==> src/rtl/lsu_ctrl_if.sv <==
// Request handshake bundle between the EX stage and the load/store unit.
// The EX stage holds the master modport and the LSU holds the slave modport.
`timescale 1ns/1ps
interface lsu_ctrl_if #(
    parameter int DATA_W = 32
);
    logic              req_valid;
    logic              req_ready;
    logic              req_we;
    logic              req_byte;
    logic [31:0]       req_addr;
    logic [DATA_W-1:0] req_wdata;
    logic [4:0]        req_rd;

    modport master (
        output req_valid, req_we, req_byte, req_addr, req_wdata, req_rd,
        input  req_ready
    );

    modport slave (
        input  req_valid, req_we, req_byte, req_addr, req_wdata, req_rd,
        output req_ready
    );
endinterface

==> src/rtl/lsu_ctrl.sv <==
// Load/store control between the ALU result and a 2**ADDR_W-word data memory; byte stores use read-modify-write.
// Optional build macro LSU_ALIGN_CHECK_EN: reject misaligned word accesses and out-of-range addresses with a fault pulse.
`timescale 1ns/1ps
module lsu_ctrl #(
    parameter int ADDR_W = 5,
    parameter int DATA_W = 32
) (
    input  logic              clk,
    input  logic              rst_n,
    lsu_ctrl_if.slave         req,
    output logic [ADDR_W-1:0] dm_addr,
    output logic [1:0]        dm_lb,
    output logic              dm_wb,
    output logic [DATA_W-1:0] dm_wdata,
    output logic              dm_memwr,
    input  logic [DATA_W-1:0] dm_rdata,
    output logic              wb_valid,
    output logic [DATA_W-1:0] wb_data,
    output logic [4:0]        wb_rd,
    output logic              fault
);

    typedef enum logic [2:0] {
        IDLE   = 3'd0,
        LOAD   = 3'd1,
        STORE  = 3'd2,
        RMW_RD = 3'd3,
        RMW_WR = 3'd4
    } state_t;

    state_t              state_q,    state_d;
    logic [ADDR_W+1:0]   addr_q,     addr_d;
    logic [DATA_W-1:0]   wdata_q,    wdata_d;
    logic [4:0]          rd_q,       rd_d;
    logic                byte_q,     byte_d;
    logic [DATA_W-1:0]   merge_q,    merge_d;
    logic                wb_valid_q, wb_valid_d;
    logic [DATA_W-1:0]   wb_data_q,  wb_data_d;
    logic [4:0]          wb_rd_q,    wb_rd_d;
    logic                fault_q,    fault_d;
    logic                req_bad;

    // Lane 0 is the most significant byte (big-endian lane numbering).
    function automatic logic [DATA_W-1:0] merge_byte(
        input logic [DATA_W-1:0] word,
        input logic [1:0]        lane,
        input logic [7:0]        bval
    );
        logic [DATA_W-1:0] res;
        int                lsb;
        res = word;
        lsb = DATA_W - 8 - 8 * int'(lane);
        res[lsb +: 8] = bval;
        return res;
    endfunction

`ifdef LSU_ALIGN_CHECK_EN
    assign req_bad = (!req.req_byte && (req.req_addr[1:0] != 2'b00)) ||
                     (req.req_addr[31:ADDR_W+2] != '0);
`else
    // Upper address bits simply wrap onto the memory when the check is disabled.
    logic unused_addr_hi;
    assign unused_addr_hi = ^req.req_addr[31:ADDR_W+2];
    assign req_bad        = 1'b0;
`endif

    always_comb begin
        state_d    = state_q;
        addr_d     = addr_q;
        wdata_d    = wdata_q;
        rd_d       = rd_q;
        byte_d     = byte_q;
        merge_d    = merge_q;
        wb_valid_d = 1'b0;
        wb_data_d  = wb_data_q;
        wb_rd_d    = wb_rd_q;
        fault_d    = 1'b0;
        unique case (state_q)
            IDLE: begin
                if (req.req_valid) begin
                    addr_d  = req.req_addr[ADDR_W+1:0];
                    wdata_d = req.req_wdata;
                    rd_d    = req.req_rd;
                    byte_d  = req.req_byte;
                    if (req_bad) begin
                        fault_d = 1'b1;
                    end else if (!req.req_we) begin
                        state_d = LOAD;
                    end else if (req.req_byte) begin
                        state_d = RMW_RD;
                    end else begin
                        state_d = STORE;
                    end
                end
            end
            LOAD: begin
                wb_valid_d = 1'b1;
                wb_data_d  = dm_rdata;
                wb_rd_d    = rd_q;
                state_d    = IDLE;
            end
            STORE: begin
                state_d = IDLE;
            end
            RMW_RD: begin
                merge_d = dm_rdata;
                state_d = RMW_WR;
            end
            RMW_WR: begin
                state_d = IDLE;
            end
            default: begin
                state_d = IDLE;
            end
        endcase
    end

    always_ff @(posedge clk or negedge rst_n) begin
        if (!rst_n) begin
            state_q    <= IDLE;
            addr_q     <= '0;
            wdata_q    <= '0;
            rd_q       <= '0;
            byte_q     <= 1'b0;
            merge_q    <= '0;
            wb_valid_q <= 1'b0;
            wb_data_q  <= '0;
            wb_rd_q    <= '0;
            fault_q    <= 1'b0;
        end else begin
            state_q    <= state_d;
            addr_q     <= addr_d;
            wdata_q    <= wdata_d;
            rd_q       <= rd_d;
            byte_q     <= byte_d;
            merge_q    <= merge_d;
            wb_valid_q <= wb_valid_d;
            wb_data_q  <= wb_data_d;
            wb_rd_q    <= wb_rd_d;
            fault_q    <= fault_d;
        end
    end

    // Memory port is decoded from the state so an async reset kills a pending write immediately.
    assign req.req_ready = (state_q == IDLE);
    assign dm_addr       = addr_q[ADDR_W+1:2];
    assign dm_lb         = addr_q[1:0];
    assign dm_wb         = (state_q == LOAD) && byte_q;
    assign dm_memwr      = (state_q == STORE) || (state_q == RMW_WR);

    always_comb begin
        dm_wdata = '0;
        if (state_q == STORE) begin
            dm_wdata = wdata_q;
        end else if (state_q == RMW_WR) begin
            dm_wdata = merge_byte(merge_q, addr_q[1:0], wdata_q[7:0]);
        end
    end

    assign wb_valid = wb_valid_q;
    assign wb_data  = wb_data_q;
    assign wb_rd    = wb_rd_q;
    assign fault    = fault_q;

endmodule

==> src/flat_wrapper.sv <==
// flat-port wrapper written by rule: the top's interface ports become plain ports
module lsu_ctrl_flat 
#(
    parameter int ADDR_W = 5,
    parameter int DATA_W = 32
)
  (clk, rst_n, dm_addr, dm_lb, dm_wb, dm_wdata, dm_memwr, dm_rdata, wb_valid, wb_data, wb_rd, fault, req_req_valid, req_req_we, req_req_byte, req_req_addr, req_req_wdata, req_req_rd, req_req_ready);
  lsu_ctrl_if #(.DATA_W(DATA_W)) req_i ();
  input  logic clk;
  input  logic rst_n;
  output logic [ADDR_W-1:0] dm_addr;
  output logic [1:0] dm_lb;
  output logic dm_wb;
  output logic [DATA_W-1:0] dm_wdata;
  output logic dm_memwr;
  input  logic [DATA_W-1:0] dm_rdata;
  output logic wb_valid;
  output logic [DATA_W-1:0] wb_data;
  output logic [4:0] wb_rd;
  output logic fault;
  input wire logic [$bits(req_i.req_valid)-1:0] req_req_valid;
  input wire logic [$bits(req_i.req_we)-1:0] req_req_we;
  input wire logic [$bits(req_i.req_byte)-1:0] req_req_byte;
  input wire logic [$bits(req_i.req_addr)-1:0] req_req_addr;
  input wire logic [$bits(req_i.req_wdata)-1:0] req_req_wdata;
  input wire logic [$bits(req_i.req_rd)-1:0] req_req_rd;
  output wire logic [$bits(req_i.req_ready)-1:0] req_req_ready;
  assign req_i.req_valid = req_req_valid;
  assign req_i.req_we = req_req_we;
  assign req_i.req_byte = req_req_byte;
  assign req_i.req_addr = req_req_addr;
  assign req_i.req_wdata = req_req_wdata;
  assign req_i.req_rd = req_req_rd;
  assign req_req_ready = req_i.req_ready;
  lsu_ctrl #(.ADDR_W(ADDR_W), .DATA_W(DATA_W)) u_core (.clk(clk), .rst_n(rst_n), .req(req_i), .dm_addr(dm_addr), .dm_lb(dm_lb), .dm_wb(dm_wb), .dm_wdata(dm_wdata), .dm_memwr(dm_memwr), .dm_rdata(dm_rdata), .wb_valid(wb_valid), .wb_data(wb_data), .wb_rd(wb_rd), .fault(fault));
endmodule
==> config.mk <==
export PLATFORM = sky130hd
export DESIGN_NAME = lsu_ctrl_flat
export DESIGN_NICKNAME = d
export VERILOG_FILES = /design/src/rtl/lsu_ctrl_if.sv /design/src/rtl/lsu_ctrl.sv /design/src/flat_wrapper.sv
export SDC_FILE = /design/constraint.sdc
export NUM_CORES = 1
export LEC_CHECK = 0
export CORE_MARGIN = 1
export CORE_UTILIZATION = 45
export DETAILED_ROUTE_END_ITERATION = 10
export HOLD_SLACK_MARGIN = 0.1
export PLACE_DENSITY = 0.9
export SYNTH_ARGS = -nofsm -noshare
export SYNTH_HDL_FRONTEND = slang
export SYNTH_SLANG_ARGS = --single-unit
export TNS_END_PERCENT = 100
==> constraint.sdc <==
create_clock -name clk -period 2.2 [get_ports clk]
set_input_delay 0.22 -clock clk [delete_from_list [all_inputs] [get_ports clk]]
set_output_delay 0.22 -clock clk [all_outputs]
set_load 0.005 [all_outputs]
* After elaboration in Yosys (flattened, before gate mapping) *
Cells that the tools add are included.

cells by class
  add/subtract/negate cells = 2
  eq/ne operators = 5
  shifts and indexed selects = 2
  mux-type cells = 8
  reduce and logical (&&, ||, !) cells = 4

operators with widths
  kind                                                                      number
  32-bit two-way mux                                                        2
  32-bit negation with 33-bit output                                        1
  8-bit by 33-bit variable shift with 32-bit output (first input constant)  1
  8-bit by 33-bit indexed part select with 32-bit output                    1
  32-bit bitwise mux                                                        1
  3-bit by 2-bit equality test with 1-bit output (second input constant)    2
  3-bit two-way mux                                                         2
  3-bit one-hot mux with 2 select lines                                     1
  5-bit by 5-bit subtractor with 6-bit output (first input constant)        1
  3-bit by 1-bit equality test with 1-bit output (second input constant)    1
  3-bit equality test (second input constant)                               1
  3-bit zero test                                                           1
  1-bit two-way mux                                                         2
  2-bit != test (second input constant)                                     1
  2-bit AND reduction                                                       1
  1-bit logical AND                                                         1
  1-bit logical OR                                                          1

word-level totals
  register bits after elaboration = 118

* Depth between registers and ports, before layout *
Gate-level depths: netlist of run 1.

  depth after elaboration = 6
  mapped depth = 6

* Least setup slack after synthesis of run 1 *
OpenSTA, ideal clock, no wires.

  path type = reg2out
  from = reg u_core.addr_q[0]
  to = out dm_wdata[16]
  arrival time = 1.584 ns
  data required time = 1.980 ns
  slack = 0.396 ns
  cell stages (with the launch flop) = 6
  buffers on the path = 0
  cell sequence = dfrtp_1 inv_1 ha_1 inv_1 nor4_4 o2bb2ai_1

on the way
  cells in the longest elaborated chain, start to end = 6

RTL lines
  item                                                                                                                                RTL line            text
  start: declaration                                                                                                                  lsu_ctrl.sv:32      logic [ADDR_W+1:0] addr_q, addr_d;
  start signal: assignment                                                                                                            lsu_ctrl.sv:132     addr_q <= addr_d;
  5-bit by 5-bit subtractor with 6-bit output *                                                                                       lsu_ctrl.sv:52      lsb = DATA_W - 8 - 8 * int'(lane);
  32-bit negation with 33-bit output *                                                                                                lsu_ctrl.sv:53      res[lsb +: 8] = bval;
  8-bit by 33-bit indexed part select with 32-bit output / 8-bit by 33-bit variable shift with 32-bit output (equally long branches)  lsu_ctrl.sv:53
  32-bit bitwise mux *                                                                                                                lsu_ctrl.sv:53
  32-bit two-way mux *                                                                                                                lsu_ctrl.sv:155     end else if (state_q == RMW_WR) begin
  32-bit two-way mux *                                                                                                                lsu_ctrl.sv:153     if (state_q == STORE) begin
  end: declaration                                                                                                                    flat_wrapper.sv:14  output logic [DATA_W-1:0] dm_wdata;

Mark *: on every way between the ends. The rest lies on a longest branch, timed or not.

* Worst setup path in the final report of run 1 *
  from = reg u_core.addr_q[1]
  to = out dm_wdata[20]

The elaborated chain is that of the path after synthesis.

==> flow_metrics.tcl, run 1 <==
set metrics [dict create \
    power_density_nw_per_um2 1010 \
    cts_tree "done" \
    final_net_count 673 \
    intPower_mw 6.11 \
    syn_avg_cell_area_um2 14.8 \
    layout_common_cells "clkdlybuf4s50_1 (126), dfrtp_1 (115), mux2_2 (103)" \
    synth_cell_type_count 35 \
    synthesis.nets 465 \
    cts-buffers-inserted 17 \
    max_freq_mhz 419 \
    drv_cap 0 \
    max_stage_delay_ns 0.45 \
    core_region_area_um2 11400 \
    reg2regPathDepth 6 \
    outcome "finished, violations left" \
    synth_seq_cells 118 \
    grt_pass1_wl_um 22600 \
    fin_skew_ns 0.00583 \
    report.final.slew_viol_count 0 \
    first_pass_iters 4 \
    final_util_pct 71.5 \
    setup_viol 32 \
    cp_max_fo 4 \
    leakagePower_nw 3.43 \
    drc_errors 0 \
    die_h_um 110 \
    ctsLongestPathBuffers 2 \
    ys_async_sr_fraction_pct 100 \
    post-dp-hpwl_um 9970 \
    insertion_delay_ns 0.40 \
    drtIter0Drc 193 \
    clock-sinks 118 \
    worstSetupStartpoint "u_core.addr_q[1]" \
    first_global_vias 4261 \
    met1Wirelength_um 5920 \
    synth_area_um2 5230 \
    die_x_um 110 \
    finalHoldViolCount 0 \
    clockPowerShare_pct 36.5 \
    cp-start-kind "flip-flop" \
    cts.htree.levels 4 \
    ant_nets 0 \
    synth_cells 354 \
    postLayoutCellArea_um2 8130 \
    wl_met3_um 1000 \
    grt_max_degree 48 \
    switchingPower_mw 2.07 \
    final_common_cell "clkdlybuf4s50_1" \
    rows 39 \
    required_ns 1.98 \
    worstPathArrival_ns 2.17 \
    seq_area_frac_synth_pct 56.5 \
    ys.flop_type "dfrtp_1" \
    wl_per_cell_um 21.0 \
    drive_gt1_share_pct 46.1 \
    relSlewSlack_pct 59.1 \
    layout_setup_ws_ns -0.188 \
    hold_path.class "input port to asynchronous set/reset pin" \
    critical-path-top-delay-family "buffers and inverters" \
    whs_ns 0.371 \
    insertedDiodeCount 0 \
    io_pins 187 \
    criticalPathCategory "flip-flop to output pin" \
    via_per_inst 5.52 \
    synth_edf_count 0 \
    timing.final.crit_share_pct 109 \
    p_seq_share_pct 39.7 \
    critPathMostFrequentCell "buf_6" \
    fp.dieArea_um2 12100 \
    root_buffer "clkbuf_16" \
    rr_startpoint "u_core.state_q[0]" \
    highest_layer "met4" \
    worst_slew_pin_slew_ns 0.614 \
    crit_path_cell_trace "inv_2, buf_6, ha_4, nand2b_4, nor4_4, buf_4, buf_6, buf_6, o2bb2ai_2, buf_2" \
    totalWireLength_um 15000 \
    ys_warn_count 0 \
    sw_frac_of_total_pct 25.3 \
    via_count 3955 \
    grt_overflow 0 \
    min_period_ns 2.39 \
    cp_num_cells 10 \
    fin_tns_setup_ns -2.69 \
    critPathCaptureType "output pin" \
    violations "negative setup slack" \
    route.met2.wl_um 7750 \
    slowest_stage "dfrtp_2" \
    clk_pin_slew_ns 0.05 \
    start_util_pct 46.0 \
    comb_power_share_pct 23.8 \
    routabilityCongestion 0.857 \
    fill_cells 760 \
    area_growth_pct 55.4 \
    antenna_found_initial 0 \
    grt_use_total_pct 25.8 \
    rsz0062_at_grt "true" \
    dpl_cell_area_um2 7120 \
    ir_worst_vdd_uv 526 \
    timing.critical_path.buf_inv 6 \
    portBuffers 160 \
]
==> through the flow <==
stage / total power [mW] / instances / setup WS, ns
floorplan: 3.94 / 354 / 0.396
global placement: 4.93 / 664 / -0.0350
detailed placement: 5.06 / 664 / -0.0758
CTS: 8.16 / 713 / -0.157
global route: 8.52 / 716 / -0.265
finish: 8.18 / 716 / -0.188
==> layer usage <==
layer | vias to the layer above | track usage [%]
met3 | 28 | 7.65
met5 | - | 0
li1 | 1749 | -
met1 | 2015 | 30.3
met4 | 0 | 8.48
met2 | 163 | 44.9
==> kinds of logic after synthesis <==
kind of cell | after synthesis | share of synthesized area [%]
compound gates | 60 | 9.98
fa+ha+maj | 5 | 1.20
buf+inv | 34 | 4.04
flops | 118 | 56.5
other cells | 1 | 0.0717
xor+xnor | 1 | 0.167
mux | 112 | 24.1
simple gates | 23 | 3.97
==> power by group through the flow <==
| stage | clock network, mW | registers [mW] | logic [mW] |
|---|---|---|---|
| final | 2.99 | 3.24 | 1.94 |
| after global routing | 3.12 | 3.31 | 2.09 |
| after CTS | 3.02 | 3.23 | 1.91 |
| after detailed placement | 0 | 3.23 | 1.84 |
| after global placement | 0 | 3.17 | 1.76 |
| after floorplan | 0 | 3.11 | 0.827 |
==> final timing paths <==
path	slack, ns	to
setup reg to reg	0.26	u_core.wdata_q[8]
setup / recovery	-0.19	dm_wdata[20]
hold reg to reg	0.48	u_core.wdata_q[13]
max in group asynchronous	1.08	u_core.state_q[0]
hold / removal	0.37	u_core.wb_data[12]
min in group clk	0.40	u_core.state_q[0]
==> what timing repair did <==
item,in CTS,in global routing
pin swaps,11,6
endpoints found under the setup margin,33,33
endpoints found under the hold margin,44,0
resized for setup,180,16
hold buffers,1,0
setup buffers,20,6
==> area by class of cell <==
cell class	instances	area, um2	share of cell area (%)
inverter	6	22.5	0.277
tap	143	179	2.20
multi-input combinational	202	2340	28.8
clock inverter	9	175	2.16
timing repair buffer	217	1990	24.5
clock buffer	21	460	5.67
sequential	118	2960	36.4
==> sequential cells by signal, indices dropped and copies added (netlist names) <==
signal,cells
u_core.state_q,3
u_core.wb_data,32
u_core.rd_q,5
u_core.addr_q,7
u_core.merge_q,32
u_core.byte_q,1
u_core.wb_rd,5
u_core.wb_valid,1
u_core.wdata_q,32
==> synth_stat cells, types with 2 or more instances <==
library cell,count,share of area [%]
a32oi_1,24,4.0
inv_1,6,0.43
o2bb2ai_1,22,3.7
dfrtp_1,118,56
o21ai_0,2,0.19
buf_4,4,0.57
nand3_1,3,0.29
nor2b_1,4,0.48
buf_2,7,0.67
mux2_1,9,1.9
a22o_1,8,1.3
and2_1,2,0.24
buf_6,8,1.7
buf_1,2,0.14
nand3b_1,3,0.43
ha_1,5,1.2
clkbuf_1,7,0.50
mux2_2,103,22
No activity file was read; power rests on OpenSTA's default activity.
==> inputs of run 2 (changes only) <==
--- a/config.mk
+++ b/config.mk
@@ -10,6 +10,7 @@
 export DETAILED_ROUTE_END_ITERATION = 10
 export HOLD_SLACK_MARGIN = 0.1
 export PLACE_DENSITY = 0.9
+export RECOVER_POWER = 100
 export SYNTH_ARGS = -nofsm -noshare
 export SYNTH_HDL_FRONTEND = slang
 export SYNTH_SLANG_ARGS = --single-unit
==> constraint.sdc (replaced) <==
create_clock -name clk -period 2.2 [get_ports clk]
set_input_delay 0.55 -clock clk [delete_from_list [all_inputs] [get_ports clk]]
set_output_delay 0.55 -clock clk [all_outputs]
set_load 0.005 [all_outputs]
==> flow_metrics.tcl, run 2 (same netlist as run 1, synthesis figures left out) <==
set metrics [dict create \
    leakagePower_nw 3.40 \
    critical-path-top-delay-family "buffers and inverters" \
    relSlewSlack_pct 31.5 \
    power_density_nw_per_um2 949 \
    regToRegEndpoint "u_core.wb_data[15]" \
    max_stage_delay_ns 0.43 \
    fin_skew_ns 0.00882 \
    cts_tree "done" \
    drtIter0Drc 191 \
    dp.cells 667 \
    drv_cap 0 \
    whs_ns 0.278 \
    hold_path.class "input port to asynchronous set/reset pin" \
    final-instance-count-excl-fill 721 \
    pre_cts_ws_ns -0.434 \
    ant_nets 0 \
    die_x_um 110 \
    insertedDiodeCount 0 \
    finalHoldViolCount 0 \
    totalWireLength_um 15100 \
    cp_max_fo 4 \
    first_pass_iters 6 \
    insertion_delay_ns 0.41 \
    cp_num_cells 10 \
    grt_overflow 0 \
    cts-buffers-inserted 17 \
    rows 39 \
    setup_viol 33 \
    wl_per_cell_um 20.9 \
    worstPathArrival_ns 2.25 \
    layout_common_cells "dfrtp_1 (114), mux2_2 (102), clkdlybuf4s50_1 (80)" \
    drc_errors 0 \
    final_common_cell "dfrtp_1" \
    worst_slew_pin_slew_ns 1.03 \
    layout_setup_ws_ns -0.600 \
    grt_use_total_pct 26.1 \
    final_util_pct 70.2 \
    min_period_ns 2.80 \
    report.final.slew_viol_count 0 \
    grt_max_degree 49 \
    reg2reg_slack_ns 0.01 \
    criticalPathCategory "flip-flop to output pin" \
    critPathMostFrequentCell "buf_6" \
    ir_worst_vdd_uv 869 \
    start_util_pct 46.0 \
    slowest_stage "dfrtp_2" \
    critPathCapture "dm_wdata[18]" \
    drive_gt1_share_pct 44.6 \
    rr_startpoint "u_core.state_q[1]" \
    final_net_count 678 \
    portBuffers 160 \
    antenna_found_initial 0 \
    grt_pass1_wl_um 22600 \
    post-dp-hpwl_um 9980 \
    io_pins 187 \
    via_per_inst 5.53 \
    max_freq_mhz 357 \
    required_ns 1.65 \
    outcome "finished, violations left" \
    clk_pin_slew_ns 0.05 \
    ctsLongestPathBuffers 2 \
    clock-sinks 118 \
    area_growth_pct 52.7 \
    crit_path_cell_trace "inv_4, ha_4, buf_6, inv_4, nor4_4, buf_4, buf_6, buf_6, o2bb2ai_4, buf_2" \
    via_count 3989 \
    root_buffer "clkbuf_16" \
    routabilityCongestion 0.829 \
    fp.dieArea_um2 12100 \
    timing.final.crit_share_pct 127 \
    die_h_um 110 \
    cts.htree.levels 4 \
    first_global_vias 4262 \
    reg2regPathDepth 4 \
    timing.critical_path.buf_inv 7 \
    cp-start-kind "flip-flop" \
    critPathCaptureType "output pin" \
    core_region_area_um2 11400 \
    rsz0062_at_grt "true" \
    worstSetupStartpoint "u_core.addr_q[0]" \
    violations "negative setup slack" \
]
-- run 2: cell types whose count changed in the layout (fill, tap and decap cells not counted), sizes merged, moves of 2 or more --
cell,change
clkdlybuf4s50,-46
dlygate4sd3,+42
clkbuf,+12
bufinv,-5
clkinv,+2
clkinvlp,-2
dlygate4sd2,+2
-- run 2: per-layer routing --
metal / vias up / routed length, um / global-route usage, %
li1: 1763 / - / -
met1: 2015 / 5790 / 29.3
met2: 174 / 7750 / 45.8
met3: 37 / 1160 / 8.36
met4: 0 / 399 / 10.6
met5: - / 0 / 0
-- run 2: worst min-delay path by stage --
stage          cells past startpoint            endpoint
2_1_floorplan                      0    u_core.addr_q[0]
3_3_place_gp                       1  u_core.wdata_q[16]
3_5_place_dp                       1  u_core.wdata_q[13]
4_1_cts                            1  u_core.wb_data[12]
5_1_grt                            1  u_core.wb_data[12]
6_report                           1  u_core.wb_data[12]
-- run 2: worst register-to-register path, stage by stage (launching register included) --
cell and delay (ns):
dfrtp_2 0.44, buf_4 0.17, nor3b_4 0.19, clkbuf_2 0.81, mux2_2 0.45
-- run 2: final cells by class --
| cell class | instances | area [um2] |
|---|---|---|
| Sequential cell | 118 | 2960 |
| Clock buffer | 26 | 509 |
| Tap cell | 143 | 179 |
| Multi-Input combinational cell | 202 | 2300 |
| Inverter | 6 | 27.5 |
| Timing Repair Buffer | 222 | 1990 |
| Clock inverter | 4 | 20.0 |
| Fill cell | 766 | 3380 |
-- run 2: repair_timing --
item                       in CTS  in global routing
setup buffers                  21                  7
setup endpoints to repair      35                 34
hold buffers                    0                  0
gates resized for setup       178                 18
hold endpoints to repair        0                  0
pin swaps                       8                  6
gates cloned                    0                  0
-- run 2: per-stage QoR --
step,area [um2],setup TNS (ns),power [mW]
after global routing,7990,-25.88,7.92
after global placement,7150,-9.95,4.94
final,7990,-15.49,7.58
after detailed placement,7150,-11.97,5.07
after CTS,7880,-13.91,7.66
after floorplan,5230,0,3.94
-- run 2: power by group --
| part | total (mW) | switching [mW] | leakage, nW | internal [mW] |
|---|---|---|---|---|
| Clock | 2.46 | 0.899 | 0.266 | 1.57 |
| Combinational | 1.89 | 0.693 | 1.75 | 1.20 |
| Sequential | 3.22 | 0.431 | 1.38 | 2.79 |
==> inputs of run 3 (changes only) <==
--- a/config.mk
+++ b/config.mk
@@ -6,10 +6,12 @@
 export NUM_CORES = 1
 export LEC_CHECK = 0
 export CORE_MARGIN = 1
-export CORE_UTILIZATION = 45
+export CORE_UTILIZATION = 50
+export CTS_BUF_LIST = sky130_fd_sc_hd__clkbuf_4
 export DETAILED_ROUTE_END_ITERATION = 10
+export DONT_BUFFER_PORTS = 1
 export HOLD_SLACK_MARGIN = 0.1
-export PLACE_DENSITY = 0.9
+export PLACE_DENSITY = 0.75
 export RECOVER_POWER = 100
 export SYNTH_ARGS = -nofsm -noshare
 export SYNTH_HDL_FRONTEND = slang
==> flow_metrics.tcl, run 3 (same netlist as run 1, synthesis figures left out) <==
set metrics [dict create \
    comb_power_share_pct 18.5 \
    rows 36 \
    final-instance-count-excl-fill 531 \
    drv_cap 0 \
    cts_hold_buf 1 \
    grt_use_total_pct 24.4 \
    postLayoutCellArea_um2 6190 \
    dpl_cell_area_um2 5430 \
    grt_pass1_wl_um 19800 \
    first_pass_iters 4 \
    drive_gt1_share_pct 54.8 \
    wl_per_cell_um 24.0 \
    die_h_um 104 \
    insertion_delay_ns 0.51 \
    clockPowerShare_pct 28.0 \
    cts-buffers-inserted 17 \
    first_global_vias 3509 \
    final_common_cell "dfrtp_1" \
    clock-sinks 118 \
    timing.final.crit_share_pct 119 \
    fill_cells 744 \
    die_x_um 104 \
    highest_layer "met5" \
    insertedDiodeCount 0 \
    report.final.slew_viol_count 0 \
    worstPathArrival_ns 2.07 \
    final_net_count 496 \
    intPower_mw 4.35 \
    sw_frac_of_total_pct 29.0 \
    routabilityCongestion 0.838 \
    required_ns 1.65 \
    grt_overflow 0 \
    grt_max_degree 119 \
    route.met2.wl_um 6270 \
    via_count 3204 \
    portBuffers 0 \
    area_growth_pct 18.4 \
    cp_max_fo 7 \
    whs_ns -0.278 \
    drtIter0Drc 108 \
    p_seq_share_pct 53.5 \
    finalHoldViolCount 118 \
    rsz0062_at_grt "true" \
    ir_worst_vdd_uv 594 \
    antenna_found_initial 1 \
    dp.cells 485 \
    fin_tns_setup_ns -11.60 \
    final_util_pct 62.2 \
    layout_common_cells "dfrtp_1 (113), mux2_2 (103), buf_4 (32)" \
    totalWireLength_um 12700 \
    post-dp-hpwl_um 8480 \
    core_region_area_um2 9950 \
    layout_setup_ws_ns -0.416 \
    min_period_ns 2.62 \
    drc_errors 0 \
    start_util_pct 52.5 \
    violations "negative hold slack, negative setup slack" \
    critPathCaptureType "output pin" \
    wl_met3_um 1050 \
    max_freq_mhz 382 \
    root_buffer "clkbuf_4" \
    power_density_nw_per_um2 988 \
    ctsLongestPathBuffers 2 \
    outcome "finished, violations left" \
    switchingPower_mw 1.77 \
    cts_tree "done" \
    setup_viol 32 \
    fp.dieArea_um2 10900 \
    cp-start-kind "flip-flop" \
    finalPower_mw 6.12 \
    hold_path.class "input port to asynchronous set/reset pin" \
    criticalPathCategory "flip-flop to output pin" \
    leakagePower_nw 2.48 \
    cts.htree.levels 4 \
    io_pins 187 \
    met1Wirelength_um 5320 \
    ant_nets 0 \
    clk_pin_slew_ns 0.11 \
    fin_skew_ns 0.0116 \
    via_per_inst 6.03 \
]
[run 3: critical path, stage by stage, from the launching register on]
cell       delay (ns)
dfrtp_2          0.47
ha_4             0.19
nor4b_4          0.32
nor3b_4          0.25
buf_6            0.20
o2bb2ai_2        0.14
[run 3: final cells by class]
type | instances | area [um2] | share of cell area, %
clock buffers | 17 | 128 | 2.06
clock inverters | 15 | 186 | 3.01
inverters | 6 | 25.0 | 0.404
multi-input cells | 202 | 2380 | 38.5
flip-flops and latches | 118 | 2960 | 47.8
well taps | 133 | 166 | 2.69
repair buffers | 40 | 347 | 5.60
[run 3: through the flow]
step,setup slack [ns],hold slack [ns]
2_1_floorplan,0.0659,0.254
3_3_place_gp,0.0563,0.257
3_5_place_dp,-0.0151,0.257
4_1_cts,-0.465,-0.335
5_1_grt,-0.537,-0.353
6_report,-0.416,-0.278
[run 3: power by group through the flow]
stage | clock, mW | combinational (mW) | sequential, mW
after floorplan | 0 | 0.827 | 3.11
after global placement | 0 | 0.944 | 3.25
after detailed placement | 0 | 1.00 | 3.28
after CTS | 1.76 | 1.08 | 3.26
after global routing | 1.85 | 1.23 | 3.34
final | 1.71 | 1.13 | 3.27
[run 3: repair_timing]
item | CTS | global route
pin swaps | 5 | 3
buffers inserted | 6 | 8
hold endpoints to repair | 119 | 118
gates cloned | 0 | 0
resized for setup | 42 | 19
endpoints found under the setup margin | 33 | 33
[run 3: path summary, 6_finish.rpt]
path | startpoint | to | slack, ns | cells after the start
max | u_core.addr_q[0] | dm_wdata[8] | -0.42 | 5
min reg2reg | u_core.wdata_q[12] | u_core.wdata_q[12] | 0.50 | 1
max in group asynchronous | rst_n | u_core.wb_rd[1] | 2.32 | 0
min in group clk | req_req_wdata[12] | u_core.wdata_q[12] | 0.17 | 1
min | rst_n | u_core.wb_data[12] | -0.28 | 0
max reg2reg | u_core.state_q[0] | u_core.byte_q | 0.28 | 6
[run 3: routing by layer]
| metal | vias up | GRT usage [%] |
|---|---|---|
| li1 | 1397 | - |
| met1 | 1651 | 30.6 |
| met3 | 8 | 10.3 |
| met5 | - | 0 |
| met4 | 2 | 6.73 |
| met2 | 146 | 38.6 |
